--- config.mk ---
export PLATFORM = sky130hd
export DESIGN_NAME = mem_port_arbiter_flat
export DESIGN_NICKNAME = d
export VERILOG_FILES = /design/src/rtl/mem_port_arbiter_if.sv /design/src/rtl/mem_port_arbiter.sv /design/src/flat_wrapper.sv
export SDC_FILE = /design/constraint.sdc
export NUM_CORES = 1
export LEC_CHECK = 0
export CAP_MARGIN = 10
export CORE_MARGIN = 2
export CORE_UTILIZATION = 35
export CTS_CLUSTER_DIAMETER = 30
export DETAILED_ROUTE_END_ITERATION = 8
export PLACE_DENSITY_LB_ADDON = 0.12
export SYNTH_ARGS = -nofsm -noshare
export SYNTH_HDL_FRONTEND = slang
export SYNTH_SLANG_ARGS = --single-unit
--- constraint.sdc ---
create_clock -name clk -period 1.75 [get_ports clk]
set_input_delay 0.175 -clock clk [delete_from_list [all_inputs] [get_ports clk]]
set_output_delay 0.175 -clock clk [all_outputs]
set_load 0.005 [all_outputs]
--- src/rtl/mem_port_arbiter_if.sv ---
// Bundle of the fetch-side, memory-stage-side and physical memory port signals
// around the arbiter. The slave modport is the arbiter's view of the bundle.
interface mem_port_arbiter_if #(
  parameter int ADDR_W = 16,
  parameter int DATA_W = 16,
  parameter int MASK_W = 2
);
  logic              i_read;
  logic [ADDR_W-1:0] i_addr;
  logic [DATA_W-1:0] i_rdata;
  logic              i_resp;

  logic              d_read;
  logic              d_write;
  logic [MASK_W-1:0] d_wmask;
  logic [ADDR_W-1:0] d_addr;
  logic [DATA_W-1:0] d_wdata;
  logic [DATA_W-1:0] d_rdata;
  logic              d_resp;

  logic              pmem_read;
  logic              pmem_write;
  logic [MASK_W-1:0] pmem_wmask;
  logic [ADDR_W-1:0] pmem_address;
  logic [DATA_W-1:0] pmem_wdata;
  logic [DATA_W-1:0] pmem_rdata;
  logic              pmem_resp;

  modport slave (
    input  i_read, i_addr,
    output i_rdata, i_resp,
    input  d_read, d_write, d_wmask, d_addr, d_wdata,
    output d_rdata, d_resp,
    output pmem_read, pmem_write, pmem_wmask, pmem_address, pmem_wdata,
    input  pmem_rdata, pmem_resp
  );

  modport master (
    output i_read, i_addr,
    input  i_rdata, i_resp,
    output d_read, d_write, d_wmask, d_addr, d_wdata,
    input  d_rdata, d_resp,
    input  pmem_read, pmem_write, pmem_wmask, pmem_address, pmem_wdata,
    output pmem_rdata, pmem_resp
  );
endinterface

--- src/rtl/mem_port_arbiter.sv ---
// Shares one physical memory port between LC-3b fetch (read-only) and the
// memory stage (read/write), alternating grants under contention.
module mem_port_arbiter #(
  parameter int ADDR_W = 16,
  parameter int DATA_W = 16,
  parameter int MASK_W = 2
) (
  input logic               clk,
  input logic               reset,
  mem_port_arbiter_if.slave bus
);
  typedef enum logic [1:0] {
    IDLE    = 2'd0,
    SERVE_I = 2'd1,
    SERVE_D = 2'd2
  } state_t;

  state_t            state, state_next;
  logic              last_grant;   // 0 = I-side, 1 = D-side
  logic              lat_write;
  logic [ADDR_W-1:0] lat_addr;
  logic [DATA_W-1:0] lat_wdata;
  logic [MASK_W-1:0] lat_wmask;

  logic i_req, d_req;
  logic grant_i, grant_d, done;

  assign i_req = bus.i_read;
  assign d_req = bus.d_read | bus.d_write;

  always_comb begin
    state_next = state;
    grant_i    = 1'b0;
    grant_d    = 1'b0;
    done       = 1'b0;
    case (state)
      IDLE: begin
        if (i_req && d_req) begin
          grant_i = last_grant;
          grant_d = ~last_grant;
        end else begin
          grant_i = i_req;
          grant_d = d_req;
        end
        if (grant_i)      state_next = SERVE_I;
        else if (grant_d) state_next = SERVE_D;
      end
      SERVE_I, SERVE_D: begin
        if (bus.pmem_resp) begin
          done       = 1'b1;
          state_next = IDLE;
        end
      end
      default: state_next = IDLE;
    endcase
  end

  always_ff @(posedge clk) begin
    if (reset) begin
      state      <= IDLE;
      last_grant <= 1'b0;
      lat_write  <= 1'b0;
      lat_addr   <= '0;
      lat_wdata  <= '0;
      lat_wmask  <= '0;
    end else begin
      state <= state_next;
      if (grant_i) begin
        lat_write <= 1'b0;
        lat_addr  <= bus.i_addr;
        lat_wdata <= '0;
        lat_wmask <= '0;
      end else if (grant_d) begin
        // A simultaneous read+write from the D-side is resolved as a write.
        lat_write <= bus.d_write;
        lat_addr  <= bus.d_addr;
        lat_wdata <= bus.d_wdata;
        lat_wmask <= bus.d_write ? bus.d_wmask : '0;
      end
      if (done) last_grant <= (state == SERVE_D);
    end
  end

  logic serving;
  assign serving = (state == SERVE_I) || (state == SERVE_D);

  assign bus.pmem_read    = serving & ~lat_write;
  assign bus.pmem_write   = serving &  lat_write;
  assign bus.pmem_address = lat_addr;
  assign bus.pmem_wdata   = lat_wdata;
  assign bus.pmem_wmask   = lat_wmask;

  assign bus.i_resp  = (state == SERVE_I) & bus.pmem_resp;
  assign bus.d_resp  = (state == SERVE_D) & bus.pmem_resp;
  assign bus.i_rdata = bus.pmem_rdata;
  assign bus.d_rdata = bus.pmem_rdata;
endmodule

--- src/flat_wrapper.sv ---
// flat-port wrapper written by rule: the top's interface ports become plain ports
module mem_port_arbiter_flat 
#(
  parameter int ADDR_W = 16,
  parameter int DATA_W = 16,
  parameter int MASK_W = 2
)
  (clk, reset, bus_i_read, bus_i_addr, bus_i_rdata, bus_i_resp, bus_d_read, bus_d_write, bus_d_wmask, bus_d_addr, bus_d_wdata, bus_d_rdata, bus_d_resp, bus_pmem_read, bus_pmem_write, bus_pmem_wmask, bus_pmem_address, bus_pmem_wdata, bus_pmem_rdata, bus_pmem_resp);
  mem_port_arbiter_if #(.ADDR_W(ADDR_W), .DATA_W(DATA_W), .MASK_W(MASK_W)) bus_i ();
  input logic clk;
  input logic reset;
  input wire logic [$bits(bus_i.i_read)-1:0] bus_i_read;
  input wire logic [$bits(bus_i.i_addr)-1:0] bus_i_addr;
  output wire logic [$bits(bus_i.i_rdata)-1:0] bus_i_rdata;
  output wire logic [$bits(bus_i.i_resp)-1:0] bus_i_resp;
  input wire logic [$bits(bus_i.d_read)-1:0] bus_d_read;
  input wire logic [$bits(bus_i.d_write)-1:0] bus_d_write;
  input wire logic [$bits(bus_i.d_wmask)-1:0] bus_d_wmask;
  input wire logic [$bits(bus_i.d_addr)-1:0] bus_d_addr;
  input wire logic [$bits(bus_i.d_wdata)-1:0] bus_d_wdata;
  output wire logic [$bits(bus_i.d_rdata)-1:0] bus_d_rdata;
  output wire logic [$bits(bus_i.d_resp)-1:0] bus_d_resp;
  output wire logic [$bits(bus_i.pmem_read)-1:0] bus_pmem_read;
  output wire logic [$bits(bus_i.pmem_write)-1:0] bus_pmem_write;
  output wire logic [$bits(bus_i.pmem_wmask)-1:0] bus_pmem_wmask;
  output wire logic [$bits(bus_i.pmem_address)-1:0] bus_pmem_address;
  output wire logic [$bits(bus_i.pmem_wdata)-1:0] bus_pmem_wdata;
  input wire logic [$bits(bus_i.pmem_rdata)-1:0] bus_pmem_rdata;
  input wire logic [$bits(bus_i.pmem_resp)-1:0] bus_pmem_resp;
  assign bus_i.i_read = bus_i_read;
  assign bus_i.i_addr = bus_i_addr;
  assign bus_i_rdata = bus_i.i_rdata;
  assign bus_i_resp = bus_i.i_resp;
  assign bus_i.d_read = bus_d_read;
  assign bus_i.d_write = bus_d_write;
  assign bus_i.d_wmask = bus_d_wmask;
  assign bus_i.d_addr = bus_d_addr;
  assign bus_i.d_wdata = bus_d_wdata;
  assign bus_d_rdata = bus_i.d_rdata;
  assign bus_d_resp = bus_i.d_resp;
  assign bus_pmem_read = bus_i.pmem_read;
  assign bus_pmem_write = bus_i.pmem_write;
  assign bus_pmem_wmask = bus_i.pmem_wmask;
  assign bus_pmem_address = bus_i.pmem_address;
  assign bus_pmem_wdata = bus_i.pmem_wdata;
  assign bus_i.pmem_rdata = bus_pmem_rdata;
  assign bus_i.pmem_resp = bus_pmem_resp;
  mem_port_arbiter #(.ADDR_W(ADDR_W), .DATA_W(DATA_W), .MASK_W(MASK_W)) u_core (.clk(clk), .reset(reset), .bus(bus_i));
endmodule
==> impl_metrics.sql <==
INSERT INTO impl_metrics (metric_group, metric, value, unit) VALUES
('outcome', 'status', 'complete, no violations', ''),
('worst_setup_path', 'timing.critical_path.to_type', 'output pin', ''),
('timing', 'time_the_final_worst_path_needs_with_i_o_delays_and_setup', '1.679', 'ns'),
('min_path', 'hold_class', 'input pin to output pin', ''),
('grt', 'busiest_layer', 'met2', ''),
('timing', 'fin_worst_hold_slack', '0.3500', 'ns'),
('floorplan', 'io-pin-count', '142', ''),
('synthesis', 'syn_nets', '317', ''),
('timing', 'clock.fmax', '595.6', 'MHz'),
('synthesis', 'yosys.area.top_type', 'sky130_fd_sc_hd__dfxtp_1', ''),
('drt', 'drt-initial-drc-count', '60', ''),
('grt', 'first_pass_grt_wire_length', '9321', 'um'),
('grt', 'global_route.overflow_total', '0', ''),
('timing', 'slew_headroom', '0.5894', ''),
('clock_tree', 'clock_tree.root_cell', 'sky130_fd_sc_hd__clkbuf_8', ''),
('drt', 'drt_pass1_iterations', '6', ''),
('final_layout', 'finish.instance_area', '0.002940', 'mm^2'),
('synthesis', 'cell_types_occupying_the_most_area_after_synthesis', 'sky130_fd_sc_hd__dfxtp_1 39%, sky130_fd_sc_hd__buf_4 12%, sky130_fd_sc_hd__o21ai_0 9.1%', ''),
('grt', 'globalRouteMet3Util', '0.08295', ''),
('synthesis', 'yosysWarningCount', '0', ''),
('timing', 'setup_slack_of_the_critical_path_after_layout', '0.07102', 'ns'),
('clock_tree', 'number_of_sinks_handled_by_clock_tree_synthesis', '38', ''),
('drt', 'drc_viols', '0', ''),
('clock_tree', 'worst_setup_hold_path_clk_slew', '0.08', 'ns'),
('job', 'cap_violations', '0', ''),
('synthesis', 'synth_cells', '242', ''),
('clock_tree', 'cts_hold_buffers', '0', ''),
('grt', 'via_count_of_the_first_global_routing_pass', '1950', ''),
('worst_setup_path', 'r2r_slack', '0.27', 'ns'),
('floorplan', 'core_region_area', '0.005473', 'mm^2'),
('final_layout', 'drive_above_1_share', '0.1144', ''),
('grt', 'grt_max_degree', '36', ''),
('worst_setup_path', 'start_kind', 'flip-flop', ''),
('synthesis', 'synth_seq_area_share', '0.3853', ''),
('synthesis', 'synth_area', '0.001974', 'mm^2'),
('grt', 'groute.usage.overall', '0.1857', ''),
('worst_setup_path', 'worst-r2r-cell-count', '5', ''),
('drt', 'antenna_left', '0', ''),
('clock_tree', 'clk_buf_depth', '2', ''),
('final_layout', 'diodes', '0', ''),
('placed_design', 'dp_slack', '0.01990', 'ns'),
('worst_setup_path', 'critPathArrivalTime', '1.50', 'ns'),
('synthesis', 'ys_async_sr_fraction', '0', ''),
('worst_setup_path', 'criticalPathCategory', 'flip-flop to output pin', ''),
('min_path', 'min_delay_path_depth', '0', ''),
('clock_tree', 'cts_buffers', '5', ''),
('placed_design', 'dp_hpwl', '3828', 'um'),
('floorplan', 'rows', '27', ''),
('placed_design', 'placed_cell_area', '0.002815', 'mm^2'),
('drt', 'wirelength', '5717', 'um'),
('timing', 'hold_violations', '0', ''),
('drt', 'routed_wire_length_per_instance', '15.12', 'um'),
('clock_tree', 'tritoncts', 'built', ''),
('timing', 'final.setup_skew', '0.003113', 'ns'),
('worst_setup_path', 'critical_r2r_launch', 'u_core.state[0]', ''),
('grt', 'grt_antenna_before_repair', '0', ''),
('synthesis', 'ys_top_cells_by_count', '38 x sky130_fd_sc_hd__dfxtp_1, 36 x sky130_fd_sc_hd__o21ai_0, 35 x sky130_fd_sc_hd__nand3_1', ''),
('placed_design', 'globalplace.congestion', '0.7158', ''),
('worst_setup_path', 'worst-path-max-fanout', '2', ''),
('floorplan', 'die_w', '79.11', 'um'),
('worst_setup_path', 'worst_path_required_time', '1.57', 'ns'),
('final_layout', 'nets', '380', ''),
('worst_setup_path', 'worstReg2RegEnd', 'u_core.bus.pmem_address[11]', ''),
('timing', 'setup_viol', '0', ''),
('synthesis', 'synth_enable_flop_cells', '0', ''),
('worst_setup_path', 'crit_path_end', 'bus_d_resp', ''),
('drt', 'vias_per_cell', '5.233', ''),
('final_layout', 'area.growth.synth_to_final', '48.92', '%'),
('timing', 'final_max_slew_viols', '0', ''),
('timing', 'post-route-period-util', '0.9594', ''),
('placed_design', 'portBuffers', '93', '');
-- cells by family (layout without fill, tap and decap cells) --
| kind of cell | Yosys count | after routing | share of synthesized area |
|---|---|---|---|
| flip-flops | 38 | 38 | 0.3853 |
| buffers and inverters | 56 | 120 | 0.1768 |
| adder cells (fa/ha/maj) | 3 | 3 | 0.01901 |
| AND/OR/NAND/NOR | 65 | 65 | 0.1717 |
| AO/OA/AOI/OAI | 80 | 80 | 0.2471 |
-- power by group --
| group | total, uW | switching, uW | internal [uW] |
|---|---|---|---|
| clock network | 627 | 309 | 318 |
| registers | 1010 | 49.0 | 962 |
| logic | 795 | 339 | 456 |
| total | 2430 | 696 | 1740 |
-- cell type report --
class | instances | area [um^2]
fillers | 551 | 2532
repair buffers | 109 | 1102
multi-input cells | 148 | 882.1
flip-flops and latches | 38 | 763.2
well taps | 72 | 90.09
clock buffers | 7 | 86.33
inverters | 3 | 11.26
clock inverters | 1 | 5.005
-- per-layer routing --
layer  vias to the layer above  wire length [um]
li1                        968                 -
met1                       908              2426
met2                        96              2570
met3                         6               685
met4                         0                34
met5                         -                 0
-- how the worst min path moves through the flow --
stage                             startpoint                to  slack, ns
after floorplan                  bus_d_write  u_core.lat_write       0.31
after global placement    bus_pmem_rdata[10]   bus_d_rdata[10]       0.35
after detailed placement  bus_pmem_rdata[10]   bus_d_rdata[10]       0.35
after CTS                 bus_pmem_rdata[10]   bus_d_rdata[10]       0.35
after global routing       bus_pmem_rdata[1]    bus_i_rdata[1]       0.35
final                      bus_pmem_rdata[1]    bus_d_rdata[1]       0.35
-- through the flow --
step           total power (uW)    util  std cells    TNS, ns
2_1_floorplan              1406       -        242          0
3_3_place_gp               1804  0.5144        368          0
3_5_place_dp               1809  0.5144        368          0
4_1_cts                    2456  0.5364        378          0
5_1_grt                    2567  0.5373        378  -0.005482
6_report                   2433  0.5373        378          0
-- cells in the final DEF (no fill, tap or decap), types with 3 or more instances in the layout --
cell	n
sky130_fd_sc_hd__buf_4	12
sky130_fd_sc_hd__buf_12	4
sky130_fd_sc_hd__nand2_1	3
sky130_fd_sc_hd__a21oi_1	22
sky130_fd_sc_hd__a311oi_1	16
sky130_fd_sc_hd__nand3_1	35
sky130_fd_sc_hd__nor3_1	16
sky130_fd_sc_hd__clkdlybuf4s50_1	91
sky130_fd_sc_hd__and2_1	3
sky130_fd_sc_hd__dfxtp_1	36
sky130_fd_sc_hd__clkbuf_8	6
sky130_fd_sc_hd__o21ai_0	36
-- registers in the layout, indices dropped and copies added (netlist names) --
name and count:
u_core.lat_write 1, u_core.last_grant 1, u_core.bus.pmem_wmask 2, u_core.bus.pmem_wdata 16, u_core.state 2, u_core.bus.pmem_address 16
-- critical path, cell delays in order (launching register included) --
cell and delay, ns:
sky130_fd_sc_hd__dfxtp_2 0.34, sky130_fd_sc_hd__buf_4 0.11, sky130_fd_sc_hd__ha_2 0.16, sky130_fd_sc_hd__and2_1 0.11, sky130_fd_sc_hd__clkdlybuf4s50_1 0.49
-- repair_timing --
item / CTS / global route
pin swaps: 1 / 0
resized for setup: 6 / 2
endpoints found under the setup margin: 2 / 2
buffers inserted: 2 / 0
Note: power is estimated with default switching activity, not from simulation.
